[config.mk]
export PLATFORM = sky130hd
export DESIGN_NAME = pc_sequencer
export DESIGN_NICKNAME = d
export VERILOG_FILES = /design/src/rtl/mips8_pkg.sv /design/src/rtl/next_pc_calc.sv /design/src/rtl/pc_sequencer.sv
export SDC_FILE = /design/constraint.sdc
export NUM_CORES = 1
export LEC_CHECK = 0
export ABC_AREA = 1
export CAP_MARGIN = 25
export CORE_MARGIN = 5
export CORE_UTILIZATION = 44
export DETAILED_ROUTE_END_ITERATION = 10
export PLACE_DENSITY = 0.76
export SETUP_SLACK_MARGIN = 0.1
export SYNTH_ARGS = -nofsm -noshare
export SYNTH_HDL_FRONTEND = slang
export SYNTH_SLANG_ARGS = --single-unit
[constraint.sdc]
create_clock -name clk -period 2.1 [get_ports clk]
set_input_delay 0.315 -clock clk [delete_from_list [all_inputs] [get_ports clk]]
set_output_delay 0.315 -clock clk [all_outputs]
set_load 0.1 [all_outputs]
[src/rtl/mips8_pkg.sv]
`default_nettype none
// ============================================================================
// mips8_pkg : state encoding, stage-strobe constants and PC width shared by
//             the pc_sequencer block.
// Rev 1.0
// ============================================================================
package mips8_pkg;

    localparam int C_PC_W = 8;

    typedef enum logic [2:0] {
        ST_IDLE   = 3'd0,
        ST_FETCH  = 3'd1,
        ST_DECODE = 3'd2,
        ST_EXEC   = 3'd3,
        ST_MEM    = 3'd4,
        ST_WB     = 3'd5,
        ST_HALT   = 3'd6
    } state_e;

    // Strobe vector ordering: {wb, mem, ex, id, if}
    localparam logic [4:0] C_STB_NONE = 5'b00000;
    localparam logic [4:0] C_STB_IF   = 5'b00001;
    localparam logic [4:0] C_STB_ID   = 5'b00010;
    localparam logic [4:0] C_STB_EX   = 5'b00100;
    localparam logic [4:0] C_STB_MEM  = 5'b01000;
    localparam logic [4:0] C_STB_WB   = 5'b10000;

    function automatic logic [4:0] stage_strobes(input state_e s);
        logic [4:0] r;
        case (s)
            ST_FETCH:  r = C_STB_IF;
            ST_DECODE: r = C_STB_ID;
            ST_EXEC:   r = C_STB_EX;
            ST_MEM:    r = C_STB_MEM;
            ST_WB:     r = C_STB_WB;
            default:   r = C_STB_NONE;
        endcase
        return r;
    endfunction

endpackage
`default_nettype wire

[src/rtl/next_pc_calc.sv]
`default_nettype none
// ============================================================================
// next_pc_calc : combinational next-PC selection (jump > taken branch > +1).
// Rev 1.0
// ============================================================================
module next_pc_calc
    import mips8_pkg::*;
(
    input  logic [C_PC_W-1:0] pc_i,
    input  logic              jump_i,
    input  logic              branch_taken_i,
    input  logic [C_PC_W-1:0] jump_target_i,
    input  logic [4:0]        branch_offset_i,
    output logic [C_PC_W-1:0] next_pc_o
);

    logic [C_PC_W-1:0] w_pc_inc;
    logic [C_PC_W-1:0] w_offset_sext;

    assign w_pc_inc      = pc_i + {{(C_PC_W-1){1'b0}}, 1'b1};
    assign w_offset_sext = {{(C_PC_W-5){branch_offset_i[4]}}, branch_offset_i};

    // Arithmetic is naturally modulo 2^C_PC_W, giving the required wrap.
    always_comb begin
        next_pc_o = w_pc_inc;
        if (jump_i) begin
            next_pc_o = jump_target_i;
        end else if (branch_taken_i) begin
            next_pc_o = w_pc_inc + w_offset_sext;
        end
    end

endmodule
`default_nettype wire

[src/rtl/pc_sequencer.sv]
`default_nettype none
// ============================================================================
// pc_sequencer : multi-cycle FETCH/DECODE/EXEC/MEM/WB sequencer with PC update,
//                MEM wait timeout, halt/restart and retired-instruction count.
// Rev 1.0
// ============================================================================
module pc_sequencer
    import mips8_pkg::*;
#(
    parameter logic [C_PC_W-1:0] RESET_PC    = 8'h00,
    parameter logic [3:0]        MEM_TIMEOUT = 4'd15
) (
    input  logic              clk,
    input  logic              rst_n,
    input  logic              start_i,
    input  logic              jump_i,
    input  logic              branch_i,
    input  logic              zero_i,
    input  logic              memread_i,
    input  logic              memwrite_i,
    input  logic              regwrite_i,
    input  logic              halt_instr_i,
    input  logic [C_PC_W-1:0] jump_target_i,
    input  logic [4:0]        branch_offset_i,
    input  logic              mem_ready_i,
    output logic [C_PC_W-1:0] pc_o,
    output logic              if_en_o,
    output logic              id_en_o,
    output logic              ex_en_o,
    output logic              mem_en_o,
    output logic              wb_en_o,
    output logic              busy_o,
    output logic              halted_o,
    output logic              mem_timeout_o,
    output logic [7:0]        instr_count_o
);

    localparam logic [3:0] C_WAIT_LAST = MEM_TIMEOUT - 4'd1;

    state_e            state_q, state_d;
    logic [C_PC_W-1:0] pc_q, pc_d;
    logic [7:0]        cnt_q, cnt_d;
    logic [3:0]        wait_q, wait_d;
    logic              btaken_q, btaken_d;
    logic              timeout_q, timeout_d;
    logic [C_PC_W-1:0] w_next_pc;
    logic [4:0]        w_stb;

    next_pc_calc u_next_pc_calc (
        .pc_i            (pc_q),
        .jump_i          (jump_i),
        .branch_taken_i  (btaken_q),
        .jump_target_i   (jump_target_i),
        .branch_offset_i (branch_offset_i),
        .next_pc_o       (w_next_pc)
    );

    always_ff @(posedge clk or negedge rst_n) begin
        if (!rst_n) begin
            state_q   <= ST_IDLE;
            pc_q      <= RESET_PC;
            cnt_q     <= 8'h00;
            wait_q    <= 4'd0;
            btaken_q  <= 1'b0;
            timeout_q <= 1'b0;
        end else begin
            state_q   <= state_d;
            pc_q      <= pc_d;
            cnt_q     <= cnt_d;
            wait_q    <= wait_d;
            btaken_q  <= btaken_d;
            timeout_q <= timeout_d;
        end
    end

    always_comb begin
        state_d   = state_q;
        pc_d      = pc_q;
        cnt_d     = cnt_q;
        wait_d    = wait_q;
        btaken_d  = btaken_q;
        timeout_d = timeout_q;
        case (state_q)
            ST_IDLE: begin
                if (start_i) state_d = ST_FETCH;
            end
            ST_FETCH: begin
                state_d = ST_DECODE;
            end
            ST_DECODE: begin
                state_d = halt_instr_i ? ST_HALT : ST_EXEC;
            end
            ST_EXEC: begin
                btaken_d = branch_i & zero_i;
                wait_d   = 4'd0;
                state_d  = (memread_i | memwrite_i) ? ST_MEM : ST_WB;
            end
            ST_MEM: begin
                // wait_q counts MEM cycles already spent without mem_ready.
                if (mem_ready_i) begin
                    wait_d  = 4'd0;
                    state_d = ST_WB;
                end else if (wait_q == C_WAIT_LAST) begin
                    wait_d    = 4'd0;
                    timeout_d = 1'b1;
                    state_d   = ST_WB;
                end else begin
                    wait_d = wait_q + 4'd1;
                end
            end
            ST_WB: begin
                pc_d    = w_next_pc;
                cnt_d   = cnt_q + 8'd1;
                state_d = ST_FETCH;
            end
            ST_HALT: begin
                if (start_i) begin
                    pc_d      = RESET_PC;
                    timeout_d = 1'b0;
                    state_d   = ST_FETCH;
                end
            end
            default: begin
                state_d = ST_IDLE;
            end
        endcase
    end

    // Outputs decode directly from state so reset clears them immediately.
    assign w_stb         = stage_strobes(state_q);
    assign if_en_o       = w_stb[0];
    assign id_en_o       = w_stb[1];
    assign ex_en_o       = w_stb[2];
    assign mem_en_o      = w_stb[3];
    assign wb_en_o       = w_stb[4] & regwrite_i;
    assign busy_o        = (state_q != ST_IDLE) && (state_q != ST_HALT);
    assign halted_o      = (state_q == ST_HALT);
    assign pc_o          = pc_q;
    assign mem_timeout_o = timeout_q;
    assign instr_count_o = cnt_q;

endmodule
`default_nettype wire

==> results.json <==
{
  "placed_cells": 358,
  "dp_hpwl_um": 3630,
  "dr_total_vias": 1815,
  "routed_via_density": 4.97,
  "yosysUniqueCellTypes": 32,
  "std_cell_rows": 23,
  "fin_util": 0.678,
  "fin_crit_sh": 1.04,
  "fin_setup_tns_ns": -0.165,
  "wl_um": 4720,
  "reg2reg_depth": 12,
  "antenna_found_initial": 0,
  "die_y_um": 74.4,
  "dp_worst_setup_slack_ns": -0.0715,
  "clockBufferDepth": 2,
  "drive_gt1_frac": 0.279,
  "syn_avg_cell_area_um2": 7.18,
  "clk_pin_slew_worst_paths_ns": 0.10,
  "met2_length_um": 2210,
  "syn_to_final_growth_pct": 48.7,
  "worstHoldPathType": "in2async",
  "top_layer_used": "met4",
  "clock-sinks": 25,
  "violations": "setup timing",
  "yosys_warnings": 0,
  "ant_nets": 0,
  "required_ns": 2.27,
  "core_area_um2": 4000,
  "cts_root_buffer": "clkbuf_8",
  "dieArea_um2": 5530,
  "cp-start-kind": "register",
  "io_buffers": 47,
  "finalSetupViolCount": 3,
  "dr.pass1.iters": 4,
  "hold_violations": 0,
  "max_slew.worst_pin.slew_ns": 0.468,
  "synth_most_common_cell": "nand2_1",
  "diodes": 0,
  "die_x_um": 74.4,
  "hold_buffers": 0,
  "layout.nets": 353,
  "wl_met3_um": 294,
  "stdcell_count": 365,
  "grt-ovfl-total": 0,
  "grt_max_degree": 26,
  "powerDensity_nw_per_um2": 1600,
  "async_reset_ff_frac": 1.00,
  "fin_hold_ws_ns": 0.389,
  "start_util": 0.456,
  "cp_max_fo": 3,
  "synth_seq_area_share": 0.343,
  "drtIter0Drc": 101,
  "pin_count": 48,
  "reg2reg_to": "pc_o[3]$_DFFE_PN0P_",
  "worst_setup_path_end_kind": "register",
  "avgRoutedWirePerCell_um": 12.9,
  "r2r-start": "pc_o[0]$_DFFE_PN0P_",
  "syn_inst": 254,
  "met1_length_um": 2130,
  "grt_pass1_wl_um": 7980,
  "synth_top_area_frac": 0.343,
  "grt_setup_unrepaired": "yes",
  "finClkSkew_ns": 0.00304,
  "drv_slew": 0,
  "drc": 0,
  "arrival_ns": 2.36,
  "r2r_slack_ns": -0.09,
  "max_freq_mhz": 457,
  "max_slew_margin": 0.688,
  "critPathKind": "reg2reg",
  "worst_slack_ns": -0.0898,
  "gp_congestion": 0.885,
  "grt_pass1_vias": 1772,
  "vdd_drop_max_v": 0.00103,
  "track_usage": 0.184,
  "ys_top_cells_by_count": "60 x nand2_1, 37 x inv_1, 32 x nor2_1",
  "yosysTopAreaCell": "dfrtp_1",
  "ys_ff_latch": 25,
  "period_needed_ns": 2.19,
  "synthFlopType": "dfrtp_1",
  "cts_made_buffers": 3,
  "cts_tree": "done",
  "run_status": "finished, violations left",
  "synth_edf_count": 0,
  "insertion_delay_ns": 0.28,
  "synthTopCellsByArea": "dfrtp_1 34%, nand2_1 12%, ha_1 8.2%",
  "synthesis.nets": 291,
  "syn_area_um2": 1820,
  "leakage_nw": 1.33,
  "htreeDepth": 1,
  "cap_violations": 0
}
-- placed cells by master (no fill, tap or decap), types with 2 or more instances in the layout --
cell type	netlist	final
o21ai_0	9	7
nor3_1	3	2
clkbuf_8	0	3
nand3_2	3	4
o211ai_1	5	5
nand3_1	21	19
ha_1	12	5
nand2_2	2	7
dfrtp_1	25	18
o21bai_1	2	2
nor2_2	1	3
dfrtp_2	0	2
xnor2_1	4	4
buf_12	0	7
o21ai_1	2	3
buf_4	1	29
nand2_1	60	54
ha_4	0	6
inv_2	4	5
inv_1	37	35
nor2_1	32	27
a21oi_1	7	6
nor2_4	1	4
xor2_1	9	8
clkdlybuf4s50_1	0	23
nand4_1	3	3
dfrtp_4	0	5
-- state kept, by name, indices dropped and copies added (netlist names) --
register	cells
state_q	3
pc_o	8
wait_q	4
btaken_q	1
instr_count_o	8
mem_timeout_o	1
-- critical path, cell delays in order, from the launching register on --
cell and delay [ns]:
dfrtp_4 0.50, ha_4 0.18, buf_4 0.14, nor2_4 0.09, nor2_4 0.06, ha_4 0.21
or2_4 0.26, and2_4 0.14, or2_0 0.20, nand3_1 0.08, nand3_1 0.07, nand2_1 0.09
o21ai_1 0.06
-- where the power goes --
group	leakage, nW	total, mW	switching, mW	internal [mW]
registers	0.316	0.916	0.241	0.675
clock network	0.0217	0.311	0.176	0.135
logic	0.987	3.12	2.05	1.07
total	1.33	4.35	2.47	1.88
-- kinds of logic (layout without fill, tap and decap cells) --
| group | after synthesis | count (layout) | synth area share |
|---|---|---|---|
| and+or+nand+nor | 130 | 130 | 0.313 |
| buffers and inverters | 44 | 105 | 0.0933 |
| adders and majority gates | 13 | 13 | 0.0933 |
| xor gates and xnor gates | 13 | 13 | 0.0624 |
| DFF | 25 | 25 | 0.343 |
| AOI/OAI and AO/OA | 29 | 29 | 0.0953 |
-- how the worst max path moves through the flow --
stage                                       from             endpoint  cells past startpoint
final                        pc_o[0]$_DFFE_PN0P_  pc_o[3]$_DFFE_PN0P_                     12
after global routing         pc_o[0]$_DFFE_PN0P_  pc_o[7]$_DFFE_PN0P_                     17
after CTS                    pc_o[0]$_DFFE_PN0P_  pc_o[7]$_DFFE_PN0P_                     17
after detailed placement      branch_offset_i[0]  pc_o[6]$_DFFE_PN0P_                     12
after global placement       pc_o[1]$_DFFE_PN0P_  pc_o[3]$_DFFE_PN0P_                     12
after floorplan           state_q[2]$_DFFE_PN0P_              ex_en_o                      3
-- per-layer routing --
| layer | global-route usage | up-vias |
|---|---|---|
| li1 | - | 930 |
| met1 | 0.248 | 826 |
| met2 | 0.301 | 50 |
| met3 | 0.0297 | 9 |
| met4 | 0.0573 | 0 |
| met5 | 0 | - |
-- through the flow --
step,instance area [um2],power (mW)
after global placement,2560,3.79
final,2710,4.35
after CTS,2680,4.28
after floorplan,1940,3.03
after global routing,2710,4.64
after detailed placement,2560,3.84
-- area by class of cell --
type                    instances  area, um2
clock buffers                   3       41.3
clock inverters                 1       7.51
fillers                       350       1290
inverters                      41        156
multi-input cells             185       1200
flip-flops and latches         25        647
well taps                      50       62.6
repair buffers                 60        599
-- timing repair --
action	in CTS	in global routing
buffers inserted	0	3
resized for setup	12	7
endpoints found under the hold margin	0	0
pin swaps	9	6
endpoints found under the setup margin	5	8
Power figures use the tool's default switching activity.
